--- src/rtl/ecc_modmul_seq_if.sv ---
// Request/response bundle for the sequential modular multiplier.
// Carries the operands, curve constants and the busy/done/product handshake.
interface ecc_modmul_seq_if;
  typedef struct packed {
    logic [255:0] p;
  } curve_parameters_t;

  logic              start;
  logic [255:0]      a;
  logic [255:0]      b;
  curve_parameters_t params;
  logic              busy;
  logic              done;
  logic [255:0]      product;

  modport master (output start, a, b, params, input busy, done, product);
  modport slave  (input start, a, b, params, output busy, done, product);
endinterface

--- src/rtl/ecc_modmul_seq.sv ---
// Sequential a*b mod p using MSB-first interleaved double-and-add on a single
// shared modular add/sub unit; no multiplier array.
module add (
  input  logic [255:0] i_a,
  input  logic [255:0] i_b,
  input  logic         i_op,
  input  logic [255:0] i_p,
  output logic [255:0] o_r
);
  logic         w_cy;
  logic [255:0] w_s;
  logic         w_bw;
  logic [255:0] w_d;
  logic         w_nb;
  logic [255:0] w_df;
  logic [255:0] w_df_fix;

  // 257-bit sum, then conditional subtract of p decided by the borrow out.
  assign {w_cy, w_s} = {1'b0, i_a} + {1'b0, i_b};
  assign {w_bw, w_d} = {w_cy, w_s} - {1'b0, i_p};
  assign {w_nb, w_df} = {1'b0, i_a} - {1'b0, i_b};
  assign w_df_fix = w_df + i_p;

  always_comb begin
    o_r = w_bw ? w_s : w_d;
    if (i_op) o_r = w_nb ? w_df_fix : w_df;
  end
endmodule

module ecc_modmul_seq #(
  parameter bit SKIP_ZERO = 1'b0
) (
  input logic              clk,
  input logic              reset_n,
  ecc_modmul_seq_if.slave  bus
);
  typedef enum logic [1:0] {IDLE, DBL, ADD, FIN} state_t;

  state_t       r_state;
  logic [255:0] r_r;
  logic [255:0] r_a_q;
  logic [255:0] r_b_q;
  logic [255:0] r_p_q;
  logic [255:0] r_product;
  logic [7:0]   r_idx;
  logic         r_busy;
  logic         r_done;

  logic         w_bit;
  logic [255:0] w_opb;
  logic [255:0] w_sum;

  assign w_bit = r_b_q[r_idx];

  // DBL adds r to itself; ADD adds a_q or zero depending on the scanned bit.
  always_comb begin
    w_opb = r_r;
    if (r_state == ADD) w_opb = w_bit ? r_a_q : '0;
  end

  add u_add (
    .i_a  (r_r),
    .i_b  (w_opb),
    .i_op (1'b0),
    .i_p  (r_p_q),
    .o_r  (w_sum)
  );

  always_ff @(posedge clk) begin
    if (!reset_n) begin
      r_state   <= IDLE;
      r_r       <= '0;
      r_a_q     <= '0;
      r_b_q     <= '0;
      r_p_q     <= '0;
      r_product <= '0;
      r_idx     <= '0;
      r_busy    <= 1'b0;
      r_done    <= 1'b0;
    end else begin
      case (r_state)
        IDLE: begin
          if (bus.start) begin
            r_a_q   <= bus.a;
            r_b_q   <= bus.b;
            r_p_q   <= bus.params.p;
            r_r     <= '0;
            r_idx   <= 8'd255;
            r_busy  <= 1'b1;
            r_state <= DBL;
          end
        end
        DBL: begin
          r_r <= w_sum;
          if (!SKIP_ZERO || w_bit) begin
            r_state <= ADD;
          end else if (r_idx == 8'd0) begin
            // Result is captured on the edge entering FIN so it is valid with done.
            r_product <= w_sum;
            r_done    <= 1'b1;
            r_state   <= FIN;
          end else begin
            r_idx <= r_idx - 8'd1;
          end
        end
        ADD: begin
          r_r <= w_sum;
          if (r_idx == 8'd0) begin
            r_product <= w_sum;
            r_done    <= 1'b1;
            r_state   <= FIN;
          end else begin
            r_idx   <= r_idx - 8'd1;
            r_state <= DBL;
          end
        end
        FIN: begin
          r_done  <= 1'b0;
          r_busy  <= 1'b0;
          r_state <= IDLE;
        end
        default: r_state <= IDLE;
      endcase
    end
  end

  assign bus.busy    = r_busy;
  assign bus.done    = r_done;
  assign bus.product = r_product;
endmodule

--- src/flat_wrapper.sv ---
// flat-port wrapper written by rule: the top's interface ports become plain ports
module ecc_modmul_seq_flat 
#(
  parameter bit SKIP_ZERO = 1'b0
)
  (clk, reset_n, bus_start, bus_a, bus_b, bus_params, bus_busy, bus_done, bus_product);
  ecc_modmul_seq_if bus_i ();
  input logic clk;
  input logic reset_n;
  input wire logic [$bits(bus_i.start)-1:0] bus_start;
  input wire logic [$bits(bus_i.a)-1:0] bus_a;
  input wire logic [$bits(bus_i.b)-1:0] bus_b;
  input wire logic [$bits(bus_i.params)-1:0] bus_params;
  output wire logic [$bits(bus_i.busy)-1:0] bus_busy;
  output wire logic [$bits(bus_i.done)-1:0] bus_done;
  output wire logic [$bits(bus_i.product)-1:0] bus_product;
  assign bus_i.start = bus_start;
  assign bus_i.a = bus_a;
  assign bus_i.b = bus_b;
  assign bus_i.params = bus_params;
  assign bus_busy = bus_i.busy;
  assign bus_done = bus_i.done;
  assign bus_product = bus_i.product;
  ecc_modmul_seq #(.SKIP_ZERO(SKIP_ZERO)) u_core (.clk(clk), .reset_n(reset_n), .bus(bus_i));
endmodule
--- config.mk ---
export PLATFORM = sky130hd
export DESIGN_NAME = ecc_modmul_seq_flat
export DESIGN_NICKNAME = d
export VERILOG_FILES = /design/src/rtl/ecc_modmul_seq_if.sv /design/src/rtl/ecc_modmul_seq.sv /design/src/flat_wrapper.sv
export SDC_FILE = /design/constraint.sdc
export NUM_CORES = 2
export LEC_CHECK = 0
export CAP_MARGIN = 20
export CORE_MARGIN = 1.5
export CORE_UTILIZATION = 45
export DETAILED_ROUTE_END_ITERATION = 7
export GPL_TIMING_DRIVEN = 0
export HOLD_SLACK_MARGIN = 0.02
export PLACE_DENSITY = 0.7
export SLEW_MARGIN = 20
export SYNTH_ARGS = -nofsm -noshare
export SYNTH_HDL_FRONTEND = slang
export SYNTH_SLANG_ARGS = --single-unit
--- constraint.sdc ---
create_clock -name clk -period 16.2 [get_ports clk]
set_input_delay 4.86 -clock clk [delete_from_list [all_inputs] [get_ports clk]]
set_output_delay 4.86 -clock clk [all_outputs]
set_load 0.005 [all_outputs]
After elaboration in Yosys (flattened, before gate mapping)
Index checks and enable logic that the tools add are counted.
{"block": "word_totals", "ff_bits": 1292, "input_bits": 771, "wordCells": 49, "output_inout_bits": 258}
{"block": "classes", "muxes": 17, "n_eq_ne": 6, "order_cmp": 1, "n_addsub": 3, "n_reduce_logical": 13}
{"op": "two-way mux 256 bit", "n": 4}
{"op": "one-hot mux 256 bit (2 select lines)", "n": 1}
{"op": "adder 256 x 256 -> 257 bit", "n": 1}
{"op": "subtractor 257 x 256 -> 257 bit", "n": 1}
{"op": "two-way mux 8 bit", "n": 2}
{"op": "one-hot mux 8 bit (2 select lines)", "n": 1}
{"op": "AND reduction 2 bit", "n": 5}
{"op": "less-than comparator 8 x 9 -> 1 bit (second input constant)", "n": 1}
{"op": "binary-select mux 1 bit (select 8 bit)", "n": 1}
{"op": "logical NOT 8 bit", "n": 1}
{"op": "one-hot mux 2 bit (4 select lines)", "n": 1}
{"op": "nonzero test 2 bit", "n": 4}
{"op": "subtractor 8 x 1 -> 8 bit (second input constant)", "n": 1}
{"op": "!= test 2 bit (second input constant)", "n": 3}
{"op": "== test 2 bit (second input constant)", "n": 2}
{"op": "two-way mux 2 bit", "n": 2}
{"op": "one-hot mux 1 bit (2 select lines)", "n": 2}
{"op": "two-way mux 1 bit", "n": 3}
{"op": "AND reduction 3 bit", "n": 1}
{"op": "== test 2 x 1 -> 1 bit (second input constant)", "n": 1}
{"op": "logical NOT 2 bit", "n": 1}
{"op": "OR reduction 2 bit", "n": 1}

Logic depth before layout (Yosys ltp)
{"block": "depth", "depth_word": 8, "ltp_mapped": 51, "mapped_depth_nobuf": 42}

Hierarchy
Synthesis repeated with hierarchy kept, for this count alone.
{"block": "unflattened", "cells_unflattened": 20200, "hier_area_um2": 136171.8}
{"module": "add", "seq_area_each_um2": 0.0, "instances": 1, "cells_per_inst": 13730, "area_each_um2": 83024.6}
{"module": "ecc_modmul_seq", "seq_area_each_um2": 25864.8, "instances": 1, "cells_per_inst": 6470, "area_each_um2": 53147.2}

Least setup slack after synthesis
OpenSTA, ideal clock, no wires.
{"block": "synth_timing", "path_type": "reg-to-reg", "from": "register u_core.r_idx[0]", "to": "register u_core.r_r[252]", "path_stages_with_launch": 45, "period_less_slack_ns": 10.553, "arrival_ns": 10.416, "path_buffers": 6, "setup_time_ns": 0.136, "required_time_ns": 16.064, "path_slack_ns": 5.647, "cell_sequence": "dfxtp_1 clkbuf_1 clkbuf_1 buf_1 mux4_2 mux4_2 mux4_2 mux2i_1 nand2_1 o21ai_1 clkbuf_1 clkbuf_1 o2bb2ai_1 ha_1 and3_1 and2_1 a221oi_1 a31oi_2 (+9 left out) xnor2_1 ha_1 clkbuf_1 nand2_1 nor4_1 nand4_1 or2_2 nor2_1 a221o_1 nor2_1 o221ai_1 a31oi_1 o21ai_0 a21oi_1 o21ba_2 o311a_1 xor2_1 o221ai_1"}
{"block": "synth_via", "elab_chain_len": 8}
{"element": "start: declaration", "line_no": "ecc_modmul_seq.sv:45", "source": "logic [7:0] r_idx;"}
{"element": "start signal: assignment", "line_no": "ecc_modmul_seq.sv:103", "source": "r_idx <= r_idx - 8'd1;"}
{"element": "start signal: assignment", "line_no": "ecc_modmul_seq.sv:113", "source": "r_idx <= r_idx - 8'd1;"}
{"element": "binary-select mux 1 bit (select 8 bit) (*)", "line_no": "ecc_modmul_seq.sv:53", "source": "assign w_bit = r_b_q[r_idx];"}
{"element": "two-way mux 1 bit (not written as such) (*)", "line_no": "ecc_modmul_seq.sv:53"}
{"element": "two-way mux 256 bit (*) (2 in series)", "line_no": "ecc_modmul_seq.sv:58", "source": "if (r_state == ADD) w_opb = w_bit ? r_a_q : '0;"}
{"element": "adder 256 x 256 -> 257 bit (*)", "line_no": "ecc_modmul_seq.sv:19", "source": "assign {w_cy, w_s} = {1'b0, i_a} + {1'b0, i_b};"}
{"element": "subtractor 257 x 256 -> 257 bit", "line_no": "ecc_modmul_seq.sv:20", "source": "assign {w_bw, w_d} = {w_cy, w_s} - {1'b0, i_p};"}
{"element": "two-way mux 256 bit (*)", "line_no": "ecc_modmul_seq.sv:25", "source": "o_r = w_bw ? w_s : w_d;"}
{"element": "one-hot mux 256 bit (2 select lines) (*)", "line_no": "ecc_modmul_seq.sv:81", "source": "case (r_state)"}
{"element": "end signal: assignment", "line_no": "ecc_modmul_seq.sv:94", "source": "r_r <= w_sum;"}
{"element": "end signal: assignment", "line_no": "ecc_modmul_seq.sv:107", "source": "r_r <= w_sum;"}
{"element": "end: declaration", "line_no": "ecc_modmul_seq.sv:40", "source": "logic [255:0] r_r;"}
Mark *: on every way between the ends. The rest lies on a longest branch, timed or not. The select of a mux whose other input is x is not followed.
A chain may end at the register's enable or synchronous reset.

Final worst setup path
{"block": "layout_timing", "from": "register u_core.r_idx[1]", "to": "register u_core.r_r[252]"}
Same word-level chain as after synthesis.

==> metrics.yaml <==
timing:
  rsz0062_at_grt: "no"
  clock_skew_ns: 0.0748
  max_freq_ghz: 0.0609
  period_needed_ns: 16.43
  drv_slew: 0
  hold_viol: 0
  relSlewSlack_pct: 10.0
  fin_crit_sh_pct: 101
  worstMarginPinSlew_ns: 1.33
  fin_ws_ns: -0.231
  setup_viol: 41
clock_network:
  cts-root-buf: "clkbuf_16"
  cts.sinks: 1292
  htree_levels: 4
  cts_tree: "done"
  clkTransAtPathRegs_ns: 0.07
  clk_path_buf_depth: 3
  cts_buffers: 140
  worstSkewPairLatency_ns: 0.91
synthesis:
  synth_edf_count: 0
  synth_cell_types: 108
  avgSynthCellArea_um2: 6.99
  yosys_warnings: 0
  syn-num-nets: 14200
  synth_most_common_cell: "nand2_1"
  ys_seq_area_share_pct: 28.8
  synthTopCellsByCount: "nand2_1, a21oi_1, dfxtp_1"
  synth_area_leaders: "dfxtp_1, nand2_1, a21oi_1"
  synth_cells: 12900
  synth_top_area_share_pct: 28.8
  ys_seq_elements: 1292
  synthArstFlopShare_pct: 0
  syn-cell-area_um2: 89900
  synth_top_area_cell: "dfxtp_1"
  synth_flop_cell: "dfxtp_1"
routing:
  final_antenna_net_count: 0
  vias: 105000
  drt_iter0_drc: 13100
  first_pass_iters: 8
  top_layer: "met5"
  drcViolationCount: 3
  dr_wl_met2_um: 214000
  vias_per_cell: 6.23
  wl_met3_um: 51000
  met1_length_um: 184000
  wirelength_um: 504000
  drt-wirelength-per-cell_um: 29.9
cells_and_area:
  drive_gt1_share_pct: 4.25
  final_nets: 15400
  fill_cells: 20100
  synthToLayoutAreaGrowth_pct: 21.7
placement:
  place_ws_ns: -1.17
  placement.io_buffers: 1028
  hpwl_um: 422000
  place_congestion: 1.21
setup_path:
  cp_max_fo: 10
  slowest_stage: "o31ai_2"
  cp.arrival_ns: 17.14
  worstSetupPathType: "reg -> reg"
  cp_slowest_stage_delay_ns: 0.86
  r2r_slack_ns: -0.23
  endpoint_kind: "register"
  required_ns: 16.91
  start_kind: "register"
global_route:
  antenna_found_initial: 58
  grt.total_usage_pct: 47.6
  grt_overflow: 0
  grt_pass1_wl_um: 700000
  grt_max_degree: 17
  grt_pass1_vias: 98700
status:
  status: "complete, but fails checks"
  violations: "design-rule violations, negative setup slack"
floorplan:
  fp.coreArea_um2: 198000
  io_pins: 1029
  die-height_um: 450
  dieArea_um2: 202000
  die_w_um: 450
  initial_core_util_pct: 45.4
  rows: 163
flow_run:
  maxCapViolCount: 0
min_path:
  holdCritPathClass: "reg -> reg"
[routing by layer]
layer  track usage [%]  vias up
met5            0.0947        -
met1              54.9    49500
met2              72.3     6180
met3              12.5     1681
li1                  -    47700
met4              43.2       20
[repair_timing]
action                                  4_1_cts  5_1_grt
cloned                                        0        0
endpoints found under the setup margin      507      502
buffers inserted                              2        0
gates resized for setup                      13       17
hold buffers                                  0        0
[stage by stage]
stage               TNS (ns)  instances  cell area, µm²  hold WS (ns)  utilization (%)
floorplan                  0      12900           89900         0.433                -
CTS                        0      16800          109000         0.452             55.2
finish                 -3.07      16900          109000         0.454             55.3
detailed placement   -224.45      16600          104000         0.444             52.6
global placement     -944.49      16500          103000         0.440             52.3
global route               0      16800          109000         0.465             55.3
[final timing paths]
kind | endpoint | depth (start not counted) | startpoint
hold reg to reg | u_core.r_p_q[145]$_SDFFE_PN0P_ | 2 | u_core.r_p_q[145]$_SDFFE_PN0P_
setup reg to reg | u_core.r_r[252]$_SDFFE_PN0P_ | 43 | u_core.r_idx[1]$_SDFFE_PN0P_
setup / recovery | u_core.r_r[252]$_SDFFE_PN0P_ | 43 | u_core.r_idx[1]$_SDFFE_PN0P_
hold / removal | u_core.r_p_q[145]$_SDFFE_PN0P_ | 2 | u_core.r_p_q[145]$_SDFFE_PN0P_
[critical path, delay by kind of cell (launching register included)]
family,cells,cell delay [ns]
buffers and inverters,6,3.11
adders and majority gates,2,0.64
muxes,4,1.68
xor gates and xnor gates,2,1.06
AOI/OAI and AO/OA,20,7.71
DFF,1,0.36
and+or+nand+nor,9,1.67
[layout by cell type (no fill, tap or decap), drive strengths merged, types with 84 or more instances in the layout]
cell / n
nand2: 3063
a21oi: 1949
dfxtp: 1292
o21ai: 1144
clkdlybuf4s50: 1028
clkbuf: 910
nor2: 858
ha: 517
inv: 458
xnor2: 322
nand4: 294
o2bb2ai: 238
a21o: 196
xor2: 189
o21bai: 186
a211oi: 179
nor3: 149
buf: 128
nand3: 87
mux4: 84
[cell families (layout without fill, tap and decap cells)]
logic type               after synthesis  in the layout  share of synthesized area, %
flip-flops                          1292           1292                          28.8
adder cells (fa/ha/maj)              519            519                          7.24
other                                  0             39                             0
AO/OA/AOI/OAI                       4434           4434                          29.2
buffers and inverters               1252           2566                          5.36
AND/OR/NAND/NOR                     4730           4730                          21.9
multiplexers                         124            124                          2.55
XOR/XNOR                             511            511                          4.99
[final cells by class]
cell class | instances | area [µm²] | share of cell area (%)
multi-input cells | 10300 | 59400 | 54.3
repair buffers | 1060 | 10800 | 9.85
clock buffers | 208 | 4170 | 3.81
flip-flops and latches | 1292 | 25900 | 23.6
plain buffers | 799 | 3200 | 2.93
diodes | 39 | 97.6 | 0.0892
clock inverters | 47 | 851 | 0.778
inverters | 452 | 1700 | 1.55
well taps | 2640 | 3300 | 3.02
[registers in the layout, summed over array words and instances, names as in the netlist]
register and cells:
u_core.bus.done 1, u_core.bus.busy 1, u_core.r_idx 8, u_core.r_a_q 256, u_core.r_b_q 256, u_core.bus.product 256
u_core.r_r 256, u_core.r_state 2, u_core.r_p_q 256
Power is not shown: default switching activity piles up to over one toggle a cycle in this logic, so the estimate is an artifact.
